[src/rtl/fpu_mul_round.sv]
// Normalize, round-to-nearest-even and pack stage of the binary32 multiplier.
// Takes the raw 48-bit significand product and returns a packed result with status flags.
module fpu_mul_round (
   input  logic        clk,
   input  logic        rst,
   input  logic        start,
   input  logic [63:0] prod,
   input  logic [9:0]  exp_sum,
   input  logic        sign_in,
   input  logic        nan_in,
   input  logic        inf_in,
   input  logic        zero_in,
   output logic [31:0] result,
   output logic        overflow,
   output logic        underflow,
   output logic        inexact,
   output logic        done
);

   typedef enum logic [2:0] {
      ST_IDLE  = 3'd0,
      ST_NORM  = 3'd1,
      ST_ROUND = 3'd2,
      ST_PACK  = 3'd3,
      ST_DONE  = 3'd4
   } state_t;

   state_t             state_r, state_s;
   logic [47:0]        prod_r;
   logic [9:0]         exp_r;
   logic               sign_r, nan_r, inf_r, zero_r;
   logic [22:0]        mant_r;
   logic               g_r, s_r, low_r, inx_r;
   logic signed [10:0] e_r;
   logic signed [10:0] e_base_s;
   logic               rnd_inc_s;
   logic [23:0]        rnd_sum_s;
   logic [31:0]        pack_res_s;
   logic               pack_ov_s, pack_un_s, pack_nx_s;
   logic               unused_hi_s;

   // Upper product bits are guaranteed zero by the multiplier.
   assign unused_hi_s = |prod[63:48];
   assign e_base_s    = {exp_r[9], exp_r};
   assign rnd_inc_s   = g_r & (s_r | mant_r[0]);
   assign rnd_sum_s   = {1'b0, mant_r} + {23'd0, rnd_inc_s};

   // State register
   always_ff @(posedge clk) begin
      if (rst) state_r <= ST_IDLE;
      else     state_r <= state_s;
   end

   // Next-state logic
   always_comb begin
      state_s = ST_IDLE;
      case (state_r)
         ST_IDLE:  if (start) state_s = ST_NORM; else state_s = ST_IDLE;
         ST_NORM:  state_s = ST_ROUND;
         ST_ROUND: state_s = ST_PACK;
         ST_PACK:  state_s = ST_DONE;
         ST_DONE:  if (start) state_s = ST_DONE; else state_s = ST_IDLE;
         default:  state_s = ST_IDLE;
      endcase
   end

   // Output decode
   always_comb begin
      done = (state_r == ST_DONE);
   end

   // Result selection by special-case priority
   always_comb begin
      pack_res_s = 32'd0;
      pack_ov_s  = 1'b0;
      pack_un_s  = 1'b0;
      pack_nx_s  = 1'b0;
      if (nan_r) begin
         pack_res_s = 32'h7FC0_0000;
      end else if (inf_r) begin
         pack_res_s = {sign_r, 8'hFF, 23'd0};
      end else if (zero_r) begin
         pack_res_s = {sign_r, 31'd0};
      end else if (low_r) begin
         pack_res_s = {sign_r, 31'd0};
         pack_un_s  = 1'b1;
      end else if (e_r >= 11'sd255) begin
         pack_res_s = {sign_r, 8'hFF, 23'd0};
         pack_ov_s  = 1'b1;
         pack_nx_s  = 1'b1;
      end else if (e_r <= 11'sd0) begin
         pack_res_s = {sign_r, 31'd0};
         pack_un_s  = 1'b1;
         pack_nx_s  = 1'b1;
      end else begin
         pack_res_s = {sign_r, e_r[7:0], mant_r};
         pack_nx_s  = inx_r;
      end
   end

   // Operand latch, normalize, round and registered outputs
   always_ff @(posedge clk) begin
      if (rst) begin
         prod_r    <= 48'd0;
         exp_r     <= 10'd0;
         sign_r    <= 1'b0;
         nan_r     <= 1'b0;
         inf_r     <= 1'b0;
         zero_r    <= 1'b0;
         mant_r    <= 23'd0;
         g_r       <= 1'b0;
         s_r       <= 1'b0;
         low_r     <= 1'b0;
         inx_r     <= 1'b0;
         e_r       <= 11'sd0;
         result    <= 32'd0;
         overflow  <= 1'b0;
         underflow <= 1'b0;
         inexact   <= 1'b0;
      end else begin
         case (state_r)
            ST_IDLE: begin
               if (start) begin
                  prod_r <= prod[47:0];
                  exp_r  <= exp_sum;
                  sign_r <= sign_in;
                  nan_r  <= nan_in;
                  inf_r  <= inf_in;
                  zero_r <= zero_in;
               end
            end
            ST_NORM: begin
               // A product in [2,4) shifts one extra place and bumps the exponent.
               if (prod_r[47]) begin
                  mant_r <= prod_r[46:24];
                  g_r    <= prod_r[23];
                  s_r    <= |prod_r[22:0];
                  e_r    <= e_base_s + 11'sd1;
               end else begin
                  mant_r <= prod_r[45:23];
                  g_r    <= prod_r[22];
                  s_r    <= |prod_r[21:0];
                  e_r    <= e_base_s;
               end
               low_r <= ~(prod_r[47] | prod_r[46]);
            end
            ST_ROUND: begin
               mant_r <= rnd_sum_s[22:0];
               if (rnd_sum_s[23]) e_r <= e_r + 11'sd1;
               inx_r  <= g_r | s_r;
            end
            ST_PACK: begin
               result    <= pack_res_s;
               overflow  <= pack_ov_s;
               underflow <= pack_un_s;
               inexact   <= pack_nx_s;
            end
            default: ;
         endcase
      end
   end

endmodule

[config.mk]
export PLATFORM = sky130hd
export DESIGN_NAME = fpu_mul_round
export DESIGN_NICKNAME = d
export VERILOG_FILES = /design/src/rtl/fpu_mul_round.sv
export SDC_FILE = /design/constraint.sdc
export NUM_CORES = 1
export LEC_CHECK = 0
export ABC_AREA = 1
export BUFFER_PORTS_ARGS = -buffer_cell sky130_fd_sc_hd__buf_2
export CAP_MARGIN = 10
export CORE_MARGIN = 4
export CORE_UTILIZATION = 49
export DETAILED_ROUTE_END_ITERATION = 16
export PLACE_DENSITY = 0.74
export RECOVER_POWER = 100
export SKIP_CTS_REPAIR_TIMING = 1
export SLEW_MARGIN = 10
export SYNTH_ARGS = -nofsm -noshare
export SYNTH_HDL_FRONTEND = slang
export SYNTH_SLANG_ARGS = --single-unit
[constraint.sdc]
create_clock -name clk -period 1.6 [get_ports clk]
set_clock_uncertainty 0.1 [all_clocks]
set_input_delay 0.08 -clock clk [delete_from_list [all_inputs] [get_ports clk]]
set_output_delay 0.08 -clock clk [all_outputs]
set_load 0.05 [all_outputs]
# Yosys cells after proc, flatten, opt, wreduce, memory -nomap -nowiden
# Index checks and enable logic that the tools add are counted.
[word_totals] input_bits=81 out_inout_bits=36 register_bits=138
[op_classes] mux=33 n_eq_ne=5 magnitude_cmp=2 addsub=3 n_reduce_logical=6 n_bitwise=5
[ops] op="2-to-1 mux 31 bit" n=5
[ops] op="one-hot mux 23 bit (2 select lines)" n=1
[ops] op="2-to-1 mux 32 bit" n=1
[ops] op="adder 23 x 1 -> 24 bit" n=1
[ops] op="2-to-1 mux 23 bit" n=1
[ops] op="OR reduction 23 bit" n=1
[ops] op="2-to-1 mux 11 bit" n=2
[ops] op="one-hot mux 11 bit (2 select lines)" n=1
[ops] op="OR reduction 22 bit" n=1
[ops] op="2-to-1 mux 1 bit" n=20
[ops] op="one-hot mux 3 bit (5 select lines)" n=1
[ops] op="adder 10 x 2 -> 11 bit, second input constant" n=1
[ops] op="adder 11 x 2 -> 11 bit, second input constant" n=1
[ops] op="greater-or-equal comparator 11 x 9 -> 1 bit, second input constant" n=1
[ops] op="<= comparator 11 x 1 -> 1 bit, second input constant" n=1
[ops] op="== test 3 x 2 -> 1 bit, second input constant" n=2
[ops] op="AND reduction 2 bit" n=2
[ops] op="== test 3 x 1 -> 1 bit, second input constant" n=1
[ops] op="== test 3 bit, second input constant" n=1
[ops] op="logical NOT 3 bit" n=1
[ops] op="2-to-1 mux 3 bit" n=1
[ops] op="OR 1 bit" n=3
[ops] op="!= test 2 bit, second input constant" n=1
[ops] op="nonzero test 2 bit" n=1
[ops] op="2 further kinds" n=2

# Depth between registers and ports, before layout
[logic_depth] word_depth=7 depth_mapped=12

# Least setup slack after synthesis
# No wires, ideal clock.
[synth_timing] path_type="register -> register" start="reg state_r[1]" end="reg state_r[2]" setup_ns=0.070 stages_incl_launch_ff=4 slack_ns=-0.326 period_less_slack_ns=1.926 arrival_ns=1.756 cell_sequence="dfxtp_1 > nor3_1 > nand2_1 > a21oi_1"
[synth_between] elab_chain_len=2 elab_cells_between_ends=6
[synth_lines] item="start, declared" line="28" rtl="state_t state_r, state_s;"
[synth_lines] item="start signal, assigned" line="51" rtl="else state_r <= state_s;"
[synth_lines] item="== test 3 bit"
[synth_lines] item="net done" line="17" rtl="output logic done"
[synth_lines] item="one-hot mux 3 bit (5 select lines)" line="57" rtl="case (state_r)"
# The timed path passes the listed nets, and every way through them passes these cells.
# A chain may end at the register's enable or synchronous reset.

# Final worst setup path
[layout_timing] start="reg e_r[6]" end="reg result[11]"
[layout_between] elab_chain_len=7 elab_cells_between_ends=8
[layout_lines] item="start, declared" line="34" rtl="logic signed [10:0] e_r;"
[layout_lines] item="start signal, assigned" line="138" rtl="e_r <= e_base_s + 11'sd1;"
[layout_lines] item="start signal, assigned" line="143" rtl="e_r <= e_base_s;"
[layout_lines] item="start signal, assigned" line="149" rtl="if (rnd_sum_s[23]) e_r <= e_r + 11'sd1;"
[layout_lines] item="<= comparator 11 x 1 -> 1 bit" line="91" rtl="end else if (e_r <= 11'sd0) begin"
[layout_lines] item="2-to-1 mux 31 bit" line="91"
[layout_lines] item="2-to-1 mux 31 bit (*)" line="87" rtl="end else if (e_r >= 11'sd255) begin"
[layout_lines] item="2-to-1 mux 31 bit (*)" line="84" rtl="end else if (low_r) begin"
[layout_lines] item="2-to-1 mux 31 bit (*)" line="82" rtl="end else if (zero_r) begin"
[layout_lines] item="2-to-1 mux 31 bit (*)" line="80" rtl="end else if (inf_r) begin"
[layout_lines] item="2-to-1 mux 32 bit (*)" line="78" rtl="if (nan_r) begin"
[layout_lines] item="end signal, assigned" line="153" rtl="result <= pack_res_s;"
[layout_lines] item="end, declared" line="13" rtl="output logic [31:0] result,"
# Every way passes the cells marked *; elsewhere a longest branch is shown, timed or not.

==> run_summary.xml <==
<?xml version="1.0" encoding="UTF-8"?>
<metrics>
  <group name="global_route">
    <metric name="groute.usage.overall" unit="">0.222</metric>
    <metric name="grt_start_max_net_pins" unit="">41</metric>
    <metric name="first_pass_grt_wire_length" unit="mm">29.1</metric>
    <metric name="grt.overflow.total" unit="">0</metric>
    <metric name="via_count_of_the_first_global_routing_pass" unit="">6250</metric>
    <metric name="antenna_found_initial" unit="">0</metric>
  </group>
  <group name="power">
    <metric name="power_leakage" unit="nW">4.11</metric>
    <metric name="switching_power_as_a_share_of_total_power" unit="">0.313</metric>
    <metric name="net-switching-power" unit="mW">3.31</metric>
    <metric name="max-vdd-ir-drop" unit="uV">733</metric>
    <metric name="clockPowerShare" unit="">0.368</metric>
    <metric name="power.density" unit="nW/um^2">1070</metric>
    <metric name="pwr-share-comb" unit="">0.250</metric>
    <metric name="total_design_power" unit="mW">10.6</metric>
    <metric name="cell_internal_pwr" unit="mW">7.27</metric>
    <metric name="share_seq_of_total_power" unit="">0.381</metric>
  </group>
  <group name="placement">
    <metric name="detailed_place.area" unit="um^2">8040</metric>
    <metric name="globalplace.congestion" unit="">0.879</metric>
    <metric name="place_hpwl" unit="mm">13.3</metric>
    <metric name="buffer_ports.inserted" unit="">100</metric>
  </group>
  <group name="setup_path">
    <metric name="path_max_fanout" unit="">6</metric>
    <metric name="critical_path_arrival" unit="ps">1940</metric>
    <metric name="worst_ep_required_time" unit="ps">1770</metric>
    <metric name="critPathCaptureType" unit="">flop</metric>
    <metric name="critical_path_class" unit="">reg2reg</metric>
    <metric name="startpoint_type" unit="">flop</metric>
  </group>
  <group name="floorplan">
    <metric name="die_y" unit="um">125</metric>
    <metric name="rows" unit="">42</metric>
    <metric name="initial_utilization" unit="">0.504</metric>
    <metric name="die-area" unit="um^2">15700</metric>
    <metric name="placeableCoreArea" unit="um^2">13300</metric>
    <metric name="fp.dieW" unit="um">125</metric>
    <metric name="num_io_pins" unit="">117</metric>
  </group>
  <group name="synth">
    <metric name="postSynthAreaPerCell" unit="um^2">6.72</metric>
    <metric name="synth_top_area_frac" unit="">0.410</metric>
    <metric name="netlist_instances" unit="">1002</metric>
    <metric name="synth_largest_area_cell" unit="">sky130_fd_sc_hd__dfxtp_1</metric>
    <metric name="ys_warn_count" unit="">0</metric>
    <metric name="yosys_register_bits" unit="">138</metric>
    <metric name="synth.net_count" unit="">1087</metric>
    <metric name="synth_top_cells_by_area" unit="">sky130_fd_sc_hd__dfxtp_1, sky130_fd_sc_hd__nand2_1, sky130_fd_sc_hd__nor2_1, sky130_fd_sc_hd__o21ai_0, sky130_fd_sc_hd__a21oi_1</metric>
    <metric name="synth.cell_area" unit="um^2">6730</metric>
    <metric name="synth_cell_type_count" unit="">43</metric>
    <metric name="synth.yosys.seq_area_share" unit="">0.410</metric>
  </group>
  <group name="drt">
    <metric name="finalWirelength" unit="mm">21.8</metric>
    <metric name="remaining_drc_errors" unit="">0</metric>
    <metric name="detailedRoute.firstIterationViolations" unit="">710</metric>
    <metric name="avgViaCountPerCell" unit="">5.36</metric>
    <metric name="dr.pass1.iters" unit="">6</metric>
    <metric name="wl_per_cell" unit="um">15.1</metric>
    <metric name="vias" unit="">7716</metric>
    <metric name="ant_nets" unit="">0</metric>
  </group>
  <group name="cts">
    <metric name="numCtsBuffers" unit="">17</metric>
    <metric name="cts_tree" unit="">done</metric>
    <metric name="clk_pin_slew" unit="ps">60</metric>
    <metric name="clock_tree.root_cell" unit="">sky130_fd_sc_hd__clkbuf_16</metric>
    <metric name="clockBufferDepth" unit="">2</metric>
    <metric name="htreeDepth" unit="">4</metric>
    <metric name="clock-sinks" unit="">138</metric>
    <metric name="insertion_delay" unit="ps">420</metric>
  </group>
  <group name="sta">
    <metric name="worstMarginPinSlew" unit="ps">629</metric>
    <metric name="layout_min_cycle_time" unit="ps">1770</metric>
    <metric name="finalWorstSetupSlack" unit="ps">-165</metric>
    <metric name="whs" unit="ps">69.3</metric>
    <metric name="rsz_0062_raised_after_global_routing" unit="">true</metric>
    <metric name="finalSetupViolCount" unit="">45</metric>
    <metric name="period_share" unit="">1.10</metric>
    <metric name="fin_tns_setup" unit="ps">-3900</metric>
    <metric name="highest_clock_frequency_the_design_can_meet" unit="GHz">0.566</metric>
    <metric name="timing_hold_violations_final" unit="">0</metric>
    <metric name="worst_slew_margin_rel" unit="">0.582</metric>
    <metric name="final_max_tran_viols" unit="">0</metric>
  </group>
  <group name="finish">
    <metric name="antenna_cells" unit="">0</metric>
    <metric name="final_cell_mix" unit="">sky130_fd_sc_hd__nand2_1, sky130_fd_sc_hd__nor2_1, sky130_fd_sc_hd__dfxtp_1</metric>
    <metric name="filler_cell_count" unit="">1006</metric>
    <metric name="area_growth_syn_to_layout" unit="%">46.5</metric>
    <metric name="finalCoreUtilization" unit="">0.739</metric>
    <metric name="multi_input_comb_area" unit="um^2">3880</metric>
    <metric name="layout-drive-gt1-share" unit="">0.259</metric>
    <metric name="area.sequential" unit="um^2">2790</metric>
    <metric name="nNetsFinal" unit="">1336</metric>
    <metric name="final_design_area_no_fill" unit="um^2">9870</metric>
    <metric name="mostFrequentLayoutCell" unit="">sky130_fd_sc_hd__nand2_1</metric>
  </group>
  <group name="job">
    <metric name="maxCapViolations" unit="">0</metric>
  </group>
  <group name="worst_hold_path">
    <metric name="hp-class" unit="">in2reg</metric>
  </group>
  <group name="outcome">
    <metric name="violations" unit="">negative setup slack</metric>
    <metric name="run_status" unit="">finished, violations left</metric>
  </group>
</metrics>
[cell usage after synthesis, drive strengths merged]
cell type,number
a21o,2
a21oi,87
a221oi,1
a31oi,3
buf,18
clkbuf,36
clkinv,2
dfxtp,138
ha,4
inv,72
mux2i,1
nand2,192
nand3,87
nand3b,9
nand4,8
nor2,183
nor3,3
nor3b,3
nor4,5
o211a,1
o211ai,5
o21ai,126
o21bai,1
o221ai,2
o32ai,1
or2,3
xnor2,4
xor2,5
[power groups by stage]
stage	clock, mW	combinational [mW]	sequential (mW)
after CTS	3.92	2.07	4.00
final	3.90	2.65	4.04
after global routing	4.08	2.91	4.07
after detailed placement	0	2.06	4.07
after floorplan	0	1.27	4.09
after global placement	0	2.04	4.06
[worst max-delay path, cell delays in order (launching register included)]
cell,delay (ps)
sky130_fd_sc_hd__dfxtp_1,330
sky130_fd_sc_hd__buf_4,160
sky130_fd_sc_hd__nor2_1,110
sky130_fd_sc_hd__nand2_1,90
sky130_fd_sc_hd__nor2_2,150
sky130_fd_sc_hd__nand2_2,90
sky130_fd_sc_hd__nand2_4,160
sky130_fd_sc_hd__clkinvlp_4,230
sky130_fd_sc_hd__nand3_2,110
sky130_fd_sc_hd__a21oi_1,80
[through the flow]
step,setup slack [ps],cells
finish,-165,1440
global route,-265,1440
CTS,-560,1357
detailed placement,-511,1325
global placement,-486,1325
floorplan,15.4,1002
[worst paths after layout]
path	start	to	slack, ps	depth (start not counted)
max	e_r[6]$_SDFFE_PP0P_	result[11]$_SDFFE_PP0N_	-170	9
min reg2reg	result[1]$_SDFFE_PP0N_	result[1]$_SDFFE_PP0N_	360	2
max reg2reg	e_r[6]$_SDFFE_PP0P_	result[11]$_SDFFE_PP0N_	-170	9
min	rst	sign_r$_SDFFE_PP0P_	70	4
[logic make-up after synthesis]
kind of cell             after synthesis  synth area share
XOR/XNOR                               9            0.0117
buffers and inverters                128            0.0771
multiplexers                           1           0.00149
flip-flops                           138             0.410
AO/OA/AOI/OAI                        229             0.177
adder cells (fa/ha/maj)                4           0.00743
AND/OR/NAND/NOR                      493             0.315
[registers in the layout, indices dropped and copies added, names as in the netlist]
register   count
exp_r         10
zero_r         1
mant_r        23
inx_r          1
state_r        3
overflow       1
underflow      1
e_r           11
sign_r         1
result        32
nan_r          1
inf_r          1
g_r            1
s_r            1
prod_r        48
low_r          1
inexact        1
[final cells by class]
cell class / count / area share
Multi-Input combinational cell: 738 / 0.393
Sequential cell: 138 / 0.283
Timing Repair Buffer: 279 / 0.209
Clock buffer: 22 / 0.0481
Inverter: 74 / 0.0304
Tap cell: 176 / 0.0223
Clock inverter: 10 / 0.0119
Timing Repair inverter: 3 / 0.00228
[metal layers]
metal / share of wire / GRT usage / up-vias
met5: 0 / 0 / -
met4: 0.024 / 0.0663 / 0
met3: 0.080 / 0.0469 / 56
met2: 0.47 / 0.334 / 343
met1: 0.43 / 0.321 / 3508
li1: - / - / 3809
Power figures use the tool's default switching activity.
